--- src/rtl/mc_pkg.sv ---
// Shared types and constants for the multicycle CPU register file.
package mc_pkg;

   localparam logic [4:0] REG_ZERO = 5'd0;
   localparam int         NUM_REGS = 32;

   typedef logic [4:0]  reg_addr_t;
   typedef logic [31:0] word_t;

   typedef enum logic {CLEAR, RUN} rf_state_e;

endpackage

--- src/rtl/mc_regfile_clear_fsm.sv ---
// Post-reset clear sweep: walks every entry once, then parks in RUN with Ready high.
module mc_regfile_clear_fsm
   import mc_pkg::*;
#(
   parameter int ADDR_W = 5
) (
   input  logic              clk,
   input  logic              rst,
   output logic              ready,
   output logic              clear_en,
   output logic [ADDR_W-1:0] clear_addr
);

   rf_state_e       state;
   // Extra top bit marks "all entries written"; the next edge moves to RUN.
   logic [ADDR_W:0] cnt;

   always_ff @(posedge clk) begin
      if (rst) begin
         state <= CLEAR;
         cnt   <= '0;
         ready <= 1'b0;
      end else begin
         case (state)
            CLEAR: begin
               if (cnt[ADDR_W]) begin
                  state <= RUN;
                  ready <= 1'b1;
               end else begin
                  cnt <= cnt + 1'b1;
               end
            end
            RUN:     ready <= 1'b1;
            default: state <= CLEAR;
         endcase
      end
   end

   assign clear_en   = (state == CLEAR) && !cnt[ADDR_W];
   assign clear_addr = cnt[ADDR_W-1:0];

endmodule

--- src/rtl/mc_regfile.sv ---
// 32x32 MIPS register file with registered A/B read ports and one write port.
// Optional write-through on read/write collision: define MC_REGFILE_BYPASS_EN.
module mc_regfile
   import mc_pkg::*;
#(
   parameter int DATA_W = 32,
   parameter int ADDR_W = 5
) (
   input  logic              clk,
   input  logic              rst,
   input  logic [ADDR_W-1:0] ReadReg1,
   input  logic [ADDR_W-1:0] ReadReg2,
   input  logic [ADDR_W-1:0] WriteReg,
   input  logic [DATA_W-1:0] WriteData,
   input  logic              RegWrite,
   output logic [DATA_W-1:0] A,
   output logic [DATA_W-1:0] B,
   output logic              Ready
);

   localparam logic [ADDR_W-1:0] ZERO = ADDR_W'(REG_ZERO);

   logic [DATA_W-1:0] mem [2**ADDR_W];
   logic              clear_en;
   logic [ADDR_W-1:0] clear_addr;
   logic              wr_en;

   mc_regfile_clear_fsm #(.ADDR_W(ADDR_W)) u_clear (
      .clk        (clk),
      .rst        (rst),
      .ready      (Ready),
      .clear_en   (clear_en),
      .clear_addr (clear_addr)
   );

   assign wr_en = Ready && RegWrite && (WriteReg != ZERO);

   // No reset on the array so it maps onto RAM; the sweep does the clearing.
   always_ff @(posedge clk) begin
      if (clear_en)
         mem[clear_addr] <= '0;
      else if (wr_en)
         mem[WriteReg] <= WriteData;
   end

`ifdef MC_REGFILE_BYPASS_EN
   logic [DATA_W-1:0] rd1, rd2;
   assign rd1 = (wr_en && WriteReg == ReadReg1) ? WriteData : mem[ReadReg1];
   assign rd2 = (wr_en && WriteReg == ReadReg2) ? WriteData : mem[ReadReg2];
`else
   logic [DATA_W-1:0] rd1, rd2;
   assign rd1 = mem[ReadReg1];
   assign rd2 = mem[ReadReg2];
`endif

   always_ff @(posedge clk) begin
      if (rst || !Ready) begin
         A <= '0;
         B <= '0;
      end else begin
         A <= (ReadReg1 == ZERO) ? '0 : rd1;
         B <= (ReadReg2 == ZERO) ? '0 : rd2;
      end
   end

endmodule

--- config.mk ---
export PLATFORM = sky130hd
export DESIGN_NAME = mc_regfile
export DESIGN_NICKNAME = d
export VERILOG_FILES = /design/src/rtl/mc_pkg.sv /design/src/rtl/mc_regfile_clear_fsm.sv /design/src/rtl/mc_regfile.sv
export SDC_FILE = /design/constraint.sdc
export NUM_CORES = 1
export LEC_CHECK = 0
export CAP_MARGIN = 0
export CORE_UTILIZATION = 50
export CTS_BUF_LIST = sky130_fd_sc_hd__clkbuf_16
export DETAILED_ROUTE_END_ITERATION = 10
export PLACE_DENSITY = 0.66
export SLEW_MARGIN = 20
export SYNTH_ARGS = -nofsm -noshare
export SYNTH_HDL_FRONTEND = slang
export SYNTH_SLANG_ARGS = --single-unit
export TNS_END_PERCENT = 10
--- constraint.sdc ---
create_clock -name clk -period 9.6 [get_ports clk]
set_input_delay 0.96 -clock clk [delete_from_list [all_inputs] [get_ports clk]]
set_output_delay 0.96 -clock clk [all_outputs]
set_load 0.005 [all_outputs]
==> summary.txt, run 1 <==
Floorplan
  • Die W: ~320 um
  • Initial core utilization: 50.77%
  • CORE AREA: ~99000 um^2
  • Num rows: about 120
  • Die height: 318.8 um
  • Die area: between 100000 and 150000 um^2
  • Num ports: approximately 120

Place
  • Port Buffer Count: ~110
  • Dpl cell area: 52690 um^2
  • Hpwl dp: 87.43 mm
  • Final GP Congestion: just over 0.8
  • Dpl ws: around 4700 ps

STA
  • Worst setup margin: 5293 ps
  • Final period util: approximately 45%
  • Final hold vios: 0
  • Max-slew headroom: a little under a quarter
  • Crit path time final: roughly 4300 ps
  • Final setup viols: 0
  • RSZ-0062 raised after global routing: no
  • Worst-Margin Slew: about 1100 ps
  • Final setup TNS: 0 ps
  • Max Slew Vio Count: 0
  • Max Clock Freq: around 230 MHz
  • Clock Skews: ~28 ps

Synthesis
  • Number of synthesized flops with an enable pin: a little over 1000
  • Mean post-synth cell area: about 18 um^2
  • Distinct cells, synth: 41
  • Most frequent cell after synthesis: edfxtp_1
  • Synth Cell Area: between 50000 and 60000 um^2
  • Syn Nets: a little under 3000
  • Synth area leader: edfxtp_1
  • Sequential area share after synthesis: 64.14%
  • Synth area leaders: edfxtp_1, mux4_2, mux2i_1
  • Share of the synthesized area in the top cell type: ~60%
  • Cell count after synthesis: roughly 2900
  • Seq cells post-synth: 1096
  • Most used flip-flop cell after synthesis: edfxtp_1
  • Synth cell count leaders: edfxtp_1, mux2i_1, mux4_2
  • Ys async rst share: 0%
  • Ys Warns: 0

Setup path
  • Worst-path cell chain: clkdlybuf4s50_1, nor2_1, a211oi_4, buf_4, mux2_2, nor3_2, buf_4
  • CP Class: in2reg
  • Reg2Reg Depth: 6
  • Most frequent CP cell: buf_4
  • Worst path max stage delay: between 800 and 900 ps
  • CP startpoint kind: input pin
  • Crit path required time: between 9000 and 10000 ps
  • Slowest cell on the critical path: nor3_2
  • Arrival time worst endpoint: between 4000 and 5000 ps
  • Worst-path fanout max: 33
  • Worst setup EP type: flip-flop

Worst hold path
  • Hold depth: 2
  • Hold WC Path Type: reg2reg

Global routing
  • First-pass GRT wire length: approximately 220 mm
  • Total GRT Usage: approximately 30%
  • Vias in the first global route: slightly above 30000
  • Initial antenna violation count: 1
  • Aggregate global routing overflow: 0
  • Largest net degree at the start of global routing: 167

Power and ir drop
  • Worst vdd ir: between 100 and 150 uV
  • Int Pwr: between 7 and 8 mW
  • Logic pwr share: 6.5%
  • P_leak: around 20 nW
  • P_sw: between 2 and 2.5 mW
  • Total power: approximately 10 mW
  • Sequential power share: roughly half
  • PwrDens: between 150 and 200 nW/um^2
  • Clock share of power: between 40% and 50%
  • Switching share of power: approximately 22%

Clock network
  • Clock sink count: between 1000 and 1500
  • CTS root buf: clkbuf_16
  • Clock Latency Late Sink: 690 ps
  • Clock buffer depth: 3
  • Number of buffers created by CTS: roughly 110
  • CTS tree: done
  • Reg clk slew, reported paths: approximately 60 ps
  • H-Tree Depth: 3
  • Post-CTS Hold Buffers: 0
  • Setup bufs post-CTS: 0
  • Post-CTS resize count: 0

Cells and area
  • Area Overhead vs Synth: 12.26%
  • Final nets: 3001
  • Cell area after layout: ~56000 um^2
  • Total area of sequential cells: around 32000 um^2
  • Fillcell total: ~7300
  • Share of layout cells above drive strength 1: 25.53%
  • Area of the multi-input gates: around 17000 um^2

Drt
  • Iter 0 DRT Violations: slightly below 4000
  • DRT Wirelength: between 150 and 200 mm
  • Drt pass-1 iters: 5
  • Vias per cell: around 6.9
  • DR vias: approximately 30000
  • Final ANT Viol Nets: 0
  • Routed length per instance: ~35 um
  • DRC viols: 0

Outcome
  • Status: finished clean

Flow run
  • Max-cap violations: 0
stage by stage:
step	util, %	hold slack [ps]	cells
after floorplan	-	499.1	2862
after global placement	53.31	551.4	4122
after detailed placement	53.31	569.2	4122
after CTS	56.95	585.5	4333
after global routing	56.99	619.1	4334
final	56.99	593.8	4336
power groups by stage:
stage | sequential, mW | combinational, mW | clock (mW)
2_1_floorplan | 5.31 | 0.452 | 0
3_3_place_gp | 5.32 | 0.640 | 0
3_5_place_dp | 5.32 | 0.650 | 0
4_1_cts | 5.22 | 0.651 | 4.31
5_1_grt | 5.22 | 0.682 | 4.49
6_report | 5.22 | 0.658 | 4.28
worst paths after layout:
| check | start | end | slack (ps) |
|---|---|---|---|
| hold / removal | u_clear.cnt[5] | u_clear.cnt[5] | 590 |
| setup reg to reg | u_clear.ready | mem[7][25] | 5680 |
| setup / recovery | WriteReg[1] | mem[7][25] | 5290 |
| hold reg to reg | u_clear.cnt[5] | u_clear.cnt[5] | 590 |
cell usage in the layout (no fill, tap or decap), types with 3 or more instances in the layout:
master	instances
mux2i_1	400
clkinvlp_4	3
nor3_2	16
clkdlybuf4s50_1	106
o21ai_0	28
bufinv_16	10
edfxtp_1	1024
o22ai_1	27
inv_1	21
nor2_1	41
clkinv_2	27
o31ai_1	27
clkbuf_16	116
nand4_1	34
a22oi_1	153
a221oi_1	27
a221o_1	5
and2_2	21
a31oi_1	6
a211oi_1	27
buf_4	84
nand2_1	68
clkinv_1	29
nand3_1	72
o21a_1	27
o211ai_1	5
nor3_1	4
nor2b_4	5
mux2_2	149
and2_1	12
dfxtp_1	72
buf_8	5
nor2b_1	38
a21oi_1	6
nor2_4	19
mux4_2	304
xor2_1	3
final cells by class:
type / instances / share of cell area (%)
Sequential cell: 1096 / 57.14
Multi-Input combinational cell: 1541 / 30.38
Clock buffer: 116 / 5.152
Timing Repair Buffer: 199 / 3.220
Tap cell: 1287 / 2.858
Clock inverter: 95 / 1.237
Antenna cell: 2 / 0.008884
layer usage:
layer | up-vias | routed length [um] | track usage, %
met5 | - | 0 | 0
met4 | 0 | 5533 | 11.15
met3 | 330 | 15910 | 5.506
met2 | 1893 | 72320 | 47.70
met1 | 15735 | 58540 | 41.50
li1 | 12038 | - | -
sequential cells by signal (all words and copies together), names as in the netlist:
| register | cells |
|---|---|
| A | 32 |
| u_clear.state | 1 |
| u_clear.cnt | 6 |
| mem | 1024 |
| B | 32 |
| u_clear.ready | 1 |
kinds of logic (layout without fill, tap and decap cells):
group / Yosys count / in the layout / synth area share, %
AOI/OAI and AO/OA: 342 / 342 / 5.001
xor gates and xnor gates: 4 / 4 / 0.06982
adders and majority gates: 1 / 1 / 0.02493
buffers and inverters: 225 / 410 / 2.393
DFF: 1096 / 1096 / 64.14
muxes: 853 / 853 / 24.96
other: 0 / 2 / 0
and+or+nand+nor: 341 / 341 / 3.406
worst max-delay path: cells and delay by family:
family                 cells  cell delay (ps)
AO/OA/AOI/OAI              1              430
AND/OR/NAND/NOR            2              990
multiplexers               1              470
buffers and inverters      3             1690
Note: power is estimated with default switching activity, not from simulation.
==> inputs of run 2 (changes only) <==
--- a/config.mk
+++ b/config.mk
@@ -9,7 +9,7 @@
 export CORE_UTILIZATION = 50
 export CTS_BUF_LIST = sky130_fd_sc_hd__clkbuf_16
 export DETAILED_ROUTE_END_ITERATION = 10
-export PLACE_DENSITY = 0.66
+export PLACE_DENSITY = 0.69
 export SLEW_MARGIN = 20
 export SYNTH_ARGS = -nofsm -noshare
 export SYNTH_HDL_FRONTEND = slang
==> constraint.sdc (replaced) <==
create_clock -name clk -period 3.6 [get_ports clk]
set_input_delay 0.36 -clock clk [delete_from_list [all_inputs] [get_ports clk]]
set_output_delay 0.36 -clock clk [all_outputs]
set_load 0.005 [all_outputs]
==> summary.txt, run 2 (synthesis gave the netlist of run 1 again) <==
STA
  • Clock Skews: between 30 and 40 ps
  • Final hold vios: 0
  • Crit path time final: 2718 ps
  • RSZ-0062 raised after global routing: no
  • Max-slew headroom: ~18%
  • Hold Slack: about 180 ps
  • Final setup viols: 0
  • Worst-Margin Slew: ~1200 ps
  • Max Clock Freq: ~370 MHz
  • Final setup TNS: 0 ps
  • Max Slew Vio Count: 0
  • Final period util: between 70% and 80%

Drt
  • Routed length per instance: 34.89 um
  • Drt pass-1 iters: 6
  • Iter 0 DRT Violations: a little under 4000
  • Final ANT Viol Nets: 0
  • DR vias: between 30000 and 40000
  • DRC viols: 0
  • DRT Wirelength: between 150 and 200 mm
  • Vias per cell: 6.876

Cells and area
  • Cell area after layout: slightly below 60000 um^2
  • Largest regs: mem x1024, A x32, B x32
  • Most common cell after layout, fill and taps aside: edfxtp_1
  • Commonest cells after routing, fill and taps aside: edfxtp_1, mux2i_1, mux4_2
  • Area Overhead vs Synth: 14.81%
  • Max reg flops: around 1000
  • Reg with most FFs: mem
  • Share of layout cells above drive strength 1: between 20% and 30%
  • Final nets: between 3000 and 4000

Setup path
  • Slowest cell on the critical path: a2111oi_2
  • CP Class: reg2reg
  • Crit path from: u_clear.cnt[5]
  • Crit path required time: around 4000 ps
  • Worst-path fanout max: 18
  • Critical path buffers and inverters: 1
  • Worst setup EP type: flip-flop
  • Worst path max stage delay: about 590 ps
  • CP startpoint kind: flip-flop
  • Arrival time worst endpoint: ~3100 ps
  • Worst-path cell chain: nor2_2, a2111oi_2, a31oi_1, nor2_4, buf_4
  • Delay-heaviest family, CP: compound AO/OA/AOI/OAI gates
  • Worst r2r src: u_clear.cnt[5]

Worst hold path
  • Beginning of the worst hold path: ReadReg2[3]
  • Hold WC Path Type: in2reg

Clock network
  • Clock buffer depth: 3
  • Setup bufs post-CTS: 0
  • Clock Latency Late Sink: 720 ps
  • Clock sink count: 1096
  • Reg clk slew, reported paths: ~60 ps
  • Post-CTS resize count: 0
  • Number of buffers created by CTS: ~110
  • Post-CTS Hold Buffers: 0
  • H-Tree Depth: 3
  • CTS tree: done
  • CTS root buf: clkbuf_16

Place
  • Hpwl dp: between 90 and 100 mm
  • Port Buffer Count: approximately 110
  • Dpl cell area: ~54000 um^2
  • Final GP Congestion: 0.9005

Flow run
  • Max-cap violations: 0

Global routing
  • Initial antenna violation count: 6
  • Aggregate global routing overflow: 0
  • Vias in the first global route: a little over 30000
  • Total GRT Usage: a little under a third
  • Largest net degree at the start of global routing: 85
  • First-pass GRT wire length: around 220 mm

Power and ir drop
  • P_leak: around 21 nW
  • PwrDens: approximately 470 nW/um^2
  • Worst vdd ir: slightly below 400 uV

Floorplan
  • Initial core utilization: 50.77%
  • Num ports: ~120
  • Die height: ~320 um
  • Die area: ~100000 um^2
  • Num rows: about 120
  • Die W: approximately 320 um
  • CORE AREA: 98850 um^2

Outcome
  • Status: finished clean
run 2: cell types whose count changed in the layout (fill, tap and decap cells not counted), moves of 2 or more:
cell        before  now
and2_1          12   32
and2_2          21    2
buf_12           1   43
buf_4           84  143
clkbuf_16      116  113
clkinv_1        29   18
clkinvlp_4       3   10
inv_1           21   27
inv_8            0    2
run 2: power by group:
group	switching (mW)	internal, mW	total, mW
Combinational	1.05	0.798	1.85
Sequential	0.0662	13.9	13.9
Clock	5.00	6.51	11.5
Total	6.12	21.2	27.3
run 2: final cells by class:
| class | count | area [um^2] |
|---|---|---|
| diodes | 1 | 2.502 |
| clock buffers | 113 | 2828 |
| clock inverters | 101 | 814.5 |
| fillers | 7171 | 41230 |
| multi-input cells | 1541 | 17090 |
| flip-flops and latches | 1096 | 32190 |
| well taps | 1287 | 1610 |
| repair buffers | 299 | 3083 |
run 2: tightest hold or removal path: stages:
cell and delay, ps:
buf_4 230, nand2_1 120, a31oi_1 110
run 2: path summary, 6_finish.rpt:
path,depth (start not counted),endpoint,slack (ps)
max,5,mem[6][29],880
min,3,B[1],180
max reg2reg,5,mem[6][29],880
min reg2reg,2,u_clear.ready,550
run 2: stage by stage:
stage	total power, mW	instances	util [%]	setup WS (ps)
CTS	27.35	4437	58.29	950.8
global placement	15.98	4223	54.60	375.7
global route	27.93	4437	58.29	873.4
finish	27.29	4438	58.29	882.3
detailed placement	16.01	4223	54.60	414.6
floorplan	15.38	2862	-	-538.5
run 2: layer usage:
| layer | up-vias | track usage (%) | share of wire (%) |
|---|---|---|---|
| met5 | - | 0 | 0.031 |
| met4 | 8 | 13.17 | 4.8 |
| met3 | 428 | 6.477 | 11 |
| met2 | 2047 | 47.31 | 46 |
| met1 | 15769 | 41.48 | 38 |
| li1 | 12264 | - | - |
==> edit (config.mk and constraints of run 1) <==
The parameter `DATA_W` goes from 32 to 40.
--- a/src/rtl/mc_regfile.sv
+++ b/src/rtl/mc_regfile.sv
@@ -5,3 +5,3 @@
 #(
-   parameter int DATA_W = 32,
+   parameter int DATA_W = 40,
    parameter int ADDR_W = 5
Interface: changed (resized A, B and WriteData); port bits go from 115 to 139. No check against the original RTL was run, so the function may have changed too.
==> edit against run 1 <==
  * Count of clock-buffer cells in the layout rose by 34
  * Routed wire length rose by 23%
  * Sequential cell count rose by 272
  * Synthesized cell count is 23% higher
  * Worst setup slack worse by 0.19 ns
  * Cell area increased by 25%
  * Power is 26% higher
  * Synthesized area is 24% higher
  * Largest cell class unchanged
  * Largest power group unchanged
==> edit: results (changes against run 1) <==
{
  "final.setup_skew": {"value": 0.0322, "unit": "ns", "change": "+0.00468 ns"},
  "largestRegisters": "mem x1280, A x40, B x40",
  "grt_use_total": {"value": 29.9, "unit": "%", "change": "-0.11 points"},
  "detailedPlacementHpwl": {"value": 107000, "unit": "µm", "change": "+23%"},
  "post_synth_num_cell_types": {"value": 38, "change": "-7.3%"},
  "detailed_route_via_count": {"value": 36499, "change": "+22%"},
  "synth_enable_flop_cells": {"value": 1280, "change": "+25%"},
  "leakage": {"value": 25.6, "unit": "nW", "change": "+26%"},
  "grt_first_pass_wirelength": {"value": 266000, "unit": "µm", "change": "+22%"},
  "worst_pin_slew": {"value": 1.16, "unit": "ns", "change": "+0.0211 ns"},
  "syn-num-nets": {"value": 3571, "change": "+23%"},
  "cp_slowest_cell": "a211oi_4",
  "clk_pin_slew": {"value": 0.06, "unit": "ns", "change": "about the same"},
  "synth.area.top_cells": "edfxtp_1, mux4_2, mux2i_1, dfxtp_1, a22oi_1",
  "grt_util_met3": {"value": 5.93, "unit": "%", "change": "+0.42 points"},
  "filler_cell_count": {"value": 9367, "change": "+29%"},
  "first_global_vias": {"value": 36677, "change": "+21%"},
  "multiInputGateArea": {"value": 0.0210, "unit": "mm²", "change": "+23%"},
  "irDropWorstVdd": {"value": 154, "unit": "µV", "change": "+4.8%"},
  "synthTopCellsByCount": "edfxtp_1, mux2i_1, mux4_2",
  "maximum_number_of_pins_on_one_net_before_global_route_repair": {"value": 128, "change": "-23%"},
  "worstSkewPairLatency": {"value": 0.75, "unit": "ns", "change": "+0.06 ns"},
  "portBuffers": {"value": 138, "change": "+21%"},
  "routability_driven_placement_congestion_ratio": {"value": 0.840, "change": "+1.3%"},
  "critical_path.startpoint": "WriteReg[2]",
  "post_route_cells_drive_above_1_share": {"value": 22.2, "unit": "%", "change": "-3.4 points"},
  "arrival": {"value": 4.86, "unit": "ns", "change": "+0.25 ns"},
  "outcome": "complete, no violations",
  "crit_path_max_incr_delay": {"value": 0.82, "unit": "ns", "change": "-0.02 ns"},
  "synth_sequential_area_ratio": {"value": 64.6, "unit": "%", "change": "+0.47 points"},
  "r2r_end": "mem[27][1]",
  "cts-buffers-inserted": {"value": 144, "change": "+29%"},
  "grt.met2_usage": {"value": 47.4, "unit": "%", "change": "-0.33 points"},
  "met1_usage": {"value": 41.2, "unit": "%", "change": "-0.26 points"},
  "r2r_slack": {"value": 5.47, "unit": "ns", "change": "-0.21 ns"},
  "grt_antenna_before_repair": {"value": 4, "change": "+3"},
  "num-nets-final": {"value": 3687, "change": "+23%"},
  "initialDrtViolationCount": {"value": 4484, "change": "+14%"},
  "htree_num_levels": {"value": 4, "change": "+1"}
}
edit: cell types whose count changed after synthesis, sizes merged, moves of 47 or more:
cell / change
mux2: -111
edfxtp: +256
nand2: +47
mux2i: +283
mux4: +74
a22oi: +73
edit: power breakdown:
group | internal (mW) | switching (mW)
clock network | 3.20 | 2.31
registers | 6.49 | 0.0284
logic | 0.336 | 0.477
edit: final cells by class:
cell class                      instances  share of cell area [%]
Antenna cell                            1                 0.00356
Clock inverter                        112                    1.27
Multi-Input combinational cell       1865                    29.9
Clock buffer                          150                    5.35
Timing Repair Buffer                  249                    3.34
Sequential cell                      1368                    57.2
Tap cell                             1637                    2.92
edit: worst min path at each step:
stage / start / endpoint / slack, ns / depth (start not counted)
finish: u_clear.ready / u_clear.ready / 0.60 / 2
floorplan: u_clear.ready / u_clear.ready / 0.50 / 2
CTS: u_clear.ready / u_clear.ready / 0.59 / 2
global route: u_clear.ready / u_clear.ready / 0.62 / 2
global placement: u_clear.ready / u_clear.ready / 0.53 / 2
detailed placement: u_clear.cnt[4] / u_clear.cnt[4] / 0.58 / 2
edit: through the flow:
| stage | area, µm² | worst slack [ns] | cells |
|---|---|---|---|
| 5_1_grt | 70200 | 5.03 | 5381 |
| 6_report | 70200 | 5.10 | 5382 |
| 2_1_floorplan | 62200 | 4.32 | 3512 |
| 3_5_place_dp | 65500 | 4.37 | 5117 |
| 4_1_cts | 70200 | 5.16 | 5379 |
| 3_3_place_gp | 65500 | 4.16 | 5114 |
edit: routing by layer:
layer | part of all wire, % | routed length (µm) | vias to the layer above
met5 | 0 | 0 | -
met4 | 3.7 | 6960 | 0
met3 | 9.9 | 18500 | 393
met2 | 47 | 88400 | 2023
met1 | 39 | 73300 | 19221
li1 | - | - | 14862
edit: logic make-up after synthesis:
logic type | Yosys count | share of synthesized area (%)
DFF | 1368 | 64.6
xor gates and xnor gates | 4 | 0.0563
buffers and inverters | 279 | 2.21
adders and majority gates | 1 | 0.0201
and+or+nand+nor | 401 | 3.21
AOI/OAI and AO/OA | 360 | 4.48
muxes | 1099 | 25.4
edit: worst register-to-register path: stages, from the launching register on:
cell	delay (ns)
dfxtp_1	0.41
nor2_2	0.15
a211oi_4	0.80
buf_4	0.53
mux2_2	0.55
nor3_2	0.44
buf_4	0.76
